==> src/rtl/hazard_scoreboard_unit.sv <==
// Hazard controller: shadow pipe of destination tags after ID, driving EX forwarding selects,
// load-use stalls, branch flushes and multi-cycle EX freezes, with saturating event counters.
module hazard_scoreboard_unit #(
  parameter int NUM_REGS   = 32,
  parameter int PIPE_DEPTH = 3,
  parameter int LOAD_STAGE = 2,
  parameter int CNT_W      = 16,
  parameter int RW         = $clog2(NUM_REGS),
  parameter int FW         = $clog2(PIPE_DEPTH)
) (
  input  logic             clk,
  input  logic             rst,
  input  logic             id_valid_i,
  input  logic [RW-1:0]    id_rs1_i,
  input  logic [RW-1:0]    id_rs2_i,
  input  logic             id_use_rs1_i,
  input  logic             id_use_rs2_i,
  input  logic [RW-1:0]    id_rd_i,
  input  logic             id_reg_write_i,
  input  logic             id_mem_read_i,
  input  logic             ex_branch_tkn_i,
  input  logic             ex_stall_i,
  output logic             pc_write_o,
  output logic             ifid_write_o,
  output logic             ifid_flush_o,
  output logic             idex_bubble_o,
  output logic [FW-1:0]    fwd_a_o,
  output logic [FW-1:0]    fwd_b_o,
  output logic [CNT_W-1:0] stall_cnt_o,
  output logic [CNT_W-1:0] flush_cnt_o
);

  typedef struct packed {
    logic          v;
    logic [RW-1:0] rd;
    logic          rw;
    logic          ld;
    logic [RW-1:0] rs1;
    logic [RW-1:0] rs2;
    logic          u1;
    logic          u2;
  } entry_t;

  entry_t           e_q [PIPE_DEPTH];
  entry_t           e_d [PIPE_DEPTH];
  entry_t           id_entry_s;
  logic             flush_s;
  logic             luse_s;
  logic             stall_s;
  logic [FW-1:0]    fwd_a_s;
  logic [FW-1:0]    fwd_b_s;
  logic [CNT_W-1:0] stall_cnt_q, stall_cnt_d;
  logic [CNT_W-1:0] flush_cnt_q, flush_cnt_d;

  // Load results only become forwardable once they reach LOAD_STAGE.
  function automatic logic fwd_hit(input entry_t src, input int k, input logic [RW-1:0] rs);
    return src.v && src.rw && (src.rd != '0) && (src.rd == rs) && (!src.ld || (k >= LOAD_STAGE));
  endfunction

  always_comb begin
    id_entry_s = {id_valid_i, id_rd_i, id_reg_write_i, id_mem_read_i,
                  id_rs1_i, id_rs2_i, id_use_rs1_i, id_use_rs2_i};
    luse_s = 1'b0;
    for (int s = 0; s < PIPE_DEPTH; s++) begin
      luse_s = luse_s | ((s < LOAD_STAGE - 1) && e_q[s].v && e_q[s].ld && e_q[s].rw &&
                         (e_q[s].rd != '0) &&
                         ((id_use_rs1_i && (e_q[s].rd == id_rs1_i)) ||
                          (id_use_rs2_i && (e_q[s].rd == id_rs2_i))));
    end
    luse_s  = luse_s & id_valid_i;
    flush_s = ex_branch_tkn_i & ~ex_stall_i;
    stall_s = ~flush_s & (ex_stall_i | luse_s);
  end

  always_comb begin
    e_d[0] = '0;
    for (int k = 1; k < PIPE_DEPTH; k++) begin
      e_d[k] = e_q[k-1];
    end
    if (flush_s) begin
      e_d[0] = '0;
    end else if (ex_stall_i) begin
      e_d[0] = e_q[0];
      e_d[1] = '0;
    end else if (luse_s) begin
      e_d[0] = '0;
    end else begin
      e_d[0] = id_entry_s;
    end
    stall_cnt_d = (stall_s && (stall_cnt_q != '1)) ? stall_cnt_q + CNT_W'(1) : stall_cnt_q;
    flush_cnt_d = (flush_s && (flush_cnt_q != '1)) ? flush_cnt_q + CNT_W'(1) : flush_cnt_q;
  end

  // Scan from the oldest stage down so the youngest matching producer wins.
  always_comb begin
    fwd_a_s = '0;
    fwd_b_s = '0;
    for (int k = PIPE_DEPTH - 1; k >= 1; k--) begin
      fwd_a_s = (e_q[0].u1 && fwd_hit(e_q[k], k, e_q[0].rs1)) ? FW'(k) : fwd_a_s;
      fwd_b_s = (e_q[0].u2 && fwd_hit(e_q[k], k, e_q[0].rs2)) ? FW'(k) : fwd_b_s;
    end
  end

  always_comb begin
    pc_write_o    = 1'b1;
    ifid_write_o  = 1'b1;
    ifid_flush_o  = 1'b0;
    idex_bubble_o = 1'b0;
    fwd_a_o       = e_q[0].v ? fwd_a_s : '0;
    fwd_b_o       = e_q[0].v ? fwd_b_s : '0;
    if (rst) begin
      pc_write_o    = 1'b0;
      ifid_write_o  = 1'b0;
      ifid_flush_o  = 1'b1;
      idex_bubble_o = 1'b1;
      fwd_a_o       = '0;
      fwd_b_o       = '0;
    end else if (flush_s) begin
      ifid_flush_o  = 1'b1;
      idex_bubble_o = 1'b1;
    end else if (ex_stall_i) begin
      pc_write_o    = 1'b0;
      ifid_write_o  = 1'b0;
    end else if (luse_s) begin
      pc_write_o    = 1'b0;
      ifid_write_o  = 1'b0;
      idex_bubble_o = 1'b1;
    end else begin
      pc_write_o    = 1'b1;
      ifid_write_o  = 1'b1;
    end
  end

  always_ff @(posedge clk or posedge rst) begin
    if (rst) begin
      for (int k = 0; k < PIPE_DEPTH; k++) begin
        e_q[k] <= '0;
      end
      stall_cnt_q <= '0;
      flush_cnt_q <= '0;
    end else begin
      e_q         <= e_d;
      stall_cnt_q <= stall_cnt_d;
      flush_cnt_q <= flush_cnt_d;
    end
  end

  assign stall_cnt_o = stall_cnt_q;
  assign flush_cnt_o = flush_cnt_q;

endmodule

==> config.mk <==
export PLATFORM = sky130hd
export DESIGN_NAME = hazard_scoreboard_unit
export DESIGN_NICKNAME = d
export VERILOG_FILES = /design/src/rtl/hazard_scoreboard_unit.sv
export SDC_FILE = /design/constraint.sdc
export NUM_CORES = 1
export LEC_CHECK = 0
export CORE_MARGIN = 2
export CORE_UTILIZATION = 45
export DETAILED_ROUTE_END_ITERATION = 16
export HOLD_SLACK_MARGIN = 0.05
export PLACE_DENSITY = 0.71
export REMOVE_ABC_BUFFERS = 1
export SYNTH_ARGS = -nofsm -noshare
export SYNTH_HDL_FRONTEND = slang
export SYNTH_SLANG_ARGS = --single-unit
==> constraint.sdc <==
create_clock -name clk -period 10.9 [get_ports clk]
set_input_delay 2.18 -clock clk [delete_from_list [all_inputs] [get_ports clk]]
set_output_delay 2.18 -clock clk [all_outputs]
set_load 0.05 [all_outputs]
==> metrics.yaml <==
vias_per_cell: 5.23
boundaryPins: 64
root_buffer: "clkbuf_8"
maxCapViolations: 0
finish.instance_area_um2: 4130
grt_overflow_total: 0
critPathKind: "input pin to primary output"
io_buffers: 63
ctsLongestPathBuffers: 2
layout_min_cycle_time_ns: 6.67
combPwrFrac_pct: 30.6
start_util_pct: 46.6
fin_setup_tns_ns: 0
dpl.hpwl_um: 4830
drt-met1-wl_um: 3080
met3WireLength_um: 328
first_pass_iters: 4
end_kind: "primary output"
ys_async_sr_fraction_pct: 100
ff2ff_setup_slack_ns: 8.43
relSlewSlack_pct: 30.8
grt_pass1_vias: 2317
p_int_uw: 539
grtUsageTotal_pct: 19.9
hold_depth: 0
tightest_slew_ns: 1.03
globalplace.congestion: 0.829
highest_layer: "met4"
rows: 30
cts_resized: 0
syn_area_um2: 3180
clkPwrFrac_pct: 29.7
rsz0062_at_grt: "no"
synthCells: 273
synth-seq-cells: 67
core_area_um2: 6830
area_delta_synth_final_pct: 29.8
place_inst: 424
ys_seq_area_share_pct: 52.7
nFillCells: 592
ir_worst_vdd_v: 0.000219
power_density_nw_per_um2: 206
cp.required_ns: 8.72
reg2reg_from: "stall_cnt_o[4]"
clkTransAtPathRegs_ns: 0.07
fmax_ghz: 0.150
dieArea_um2: 7760
hold-path-endpoint: "e_q[19]"
drv_slew: 0
finalSetupViolations: 0
htree_num_levels: 3
diodes: 0
cp.arrival_ns: 4.49
cts_hold_buf: 0
antenna_found_initial: 0
postCtsSetupBuffers: 0
fin_skew_ns: 0.00863
wl_met2_um: 3410
r2r-end: "stall_cnt_o[1]"
leakagePower_nw: 1.82
utilization_pct: 60.4
synth.avg_cell_area_um2: 11.7
power_switching_uw: 310
status: "complete, no violations"
finalCritPeriodShare_pct: 61.2
finalHoldViolations: 0
cts_tree: "done"
die_y_um: 88.1
synth.distinct_cells: 36
fp.dieW_um: 88.1
num_vias: 2299
placed_area_um2: 3890
cp_max_fo: 4
drive_gt1_share_pct: 7.56
pwr-share-seq_pct: 39.8
nNetsFinal: 365
grt_max_degree: 69
route.detailed.drc: 0
insertion_delay_ns: 0.35
antenna_left: 0
instances_no_fill: 440
reg2reg_depth: 6
hold_path.class: "register to register"
cts_sinks: 67
cts_buffers: 9
wl_per_cell_um: 15.9
cp-start-kind: "input pin"
synth_flop_cell: "dfrtp_1"
drt_wl_total_um: 7000
hold_start: "e_d[19]"
sw_frac_of_total_pct: 36.5
grt_pass1_wl_um: 11700
ys.warnings.count: 0
synth_edf_count: 0
drt_iter0_drc: 150
## power groups by stage
stage	registers [mW]	logic, mW	clock network, mW
final	0.338	0.259	0.252
after detailed placement	0.340	0.260	0
after floorplan	0.428	0.0732	0
after CTS	0.337	0.261	0.256
after global routing	0.345	0.275	0.269
after global placement	0.339	0.257	0
## worst max path at each step
| stage | endpoint | slack [ns] | depth (start not counted) | startpoint |
|---|---|---|---|---|
| detailed placement | idex_bubble_o | 4.22 | 6 | rst |
| CTS | idex_bubble_o | 4.22 | 6 | rst |
| global route | idex_bubble_o | 4.02 | 6 | rst |
| global placement | idex_bubble_o | 4.25 | 8 | id_rs1_i[2] |
| finish | idex_bubble_o | 4.23 | 8 | id_rs1_i[3] |
| floorplan | fwd_a_o[1] | 3.40 | 4 | rst |
## synthesized netlist by cell type (2+ instances only)
library cell,number,share of area (%)
nor3_1,11,1.7
a21oi_1,2,0.31
nand3_1,15,2.4
buf_4,2,0.47
xor2_1,35,9.6
nor4_1,4,0.79
nand4_1,12,2.4
nor2_1,10,1.2
and4_1,4,1.1
ha_1,2,0.79
nand2_1,16,1.9
xnor2_1,25,6.9
dfrtp_1,67,53
nor4_4,2,1.3
nor3b_1,4,0.94
clkbuf_1,5,0.59
nor2b_1,8,1.6
and3_1,6,1.2
a22o_1,19,5.2
buf_6,2,0.71
nor4b_1,4,1.1
inv_1,4,0.47
## routing by layer
metal | global-route usage, % | vias to the layer above
li1 | - | 1102
met1 | 26.5 | 1129
met2 | 30.8 | 53
met3 | 4.52 | 15
met4 | 9.64 | 0
met5 | 0 | -
## final cells by class
type | instances | area [µm²] | share of cell area, %
inverters | 4 | 15.0 | 0.364
clock buffers | 11 | 141 | 3.42
multi-input cells | 192 | 1430 | 34.6
clock inverters | 5 | 100 | 2.42
well taps | 96 | 120 | 2.91
repair buffers | 65 | 646 | 15.6
flip-flops and latches | 67 | 1680 | 40.6
## metrics by stage
step | power [mW] | hold slack [ns] | worst slack (ns)
5_1_grt | 0.888 | 0.392 | 4.02
3_5_place_dp | 0.600 | 0.368 | 4.22
2_1_floorplan | 0.501 | 0.354 | 3.40
3_3_place_gp | 0.596 | 0.359 | 4.25
6_report | 0.849 | 0.381 | 4.23
4_1_cts | 0.854 | 0.384 | 4.22
## state kept, by name, indices dropped and copies added, names as in the netlist
register	cells
e_d	8
e_q	27
flush_cnt_o	16
stall_cnt_o	16
## cells by family after synthesis
group | Yosys count | synth area share [%]
xor+xnor | 60 | 16.5
compound gates | 29 | 8.73
simple gates | 100 | 18.6
mux | 1 | 0.354
buf+inv | 14 | 2.36
flops | 67 | 52.7
fa+ha+maj | 2 | 0.786
## cell usage in the layout, fill, tap and decap left out, types with 3 or more instances in the layout
cell             netlist  routed
dfrtp_1               67      67
clkdlybuf4s50_1        0      63
xor2_1                35      35
xnor2_1               25      25
a22o_1                19      19
nand2_1               16      16
nand3_1               15      15
nand4_1               12      12
nor3_1                11      11
nor2_1                10      10
clkbuf_8               0      10
nor2b_1                8       8
and3_1                 6       6
and4_1                 4       4
nor3b_1                4       4
nor4_1                 4       4
nor4b_1                4       4
inv_1                  4       3
bufinv_16              0       3
## worst max-delay path, stage by stage
cell,delay (ns)
clkdlybuf4s50_1,0.52
xnor2_1,0.14
nand4_1,0.15
o22ai_2,0.26
and2_4,0.22
nand2_1,0.06
o21bai_1,0.14
clkdlybuf4s50_1,0.82
Note: power is estimated with default switching activity, not from simulation.
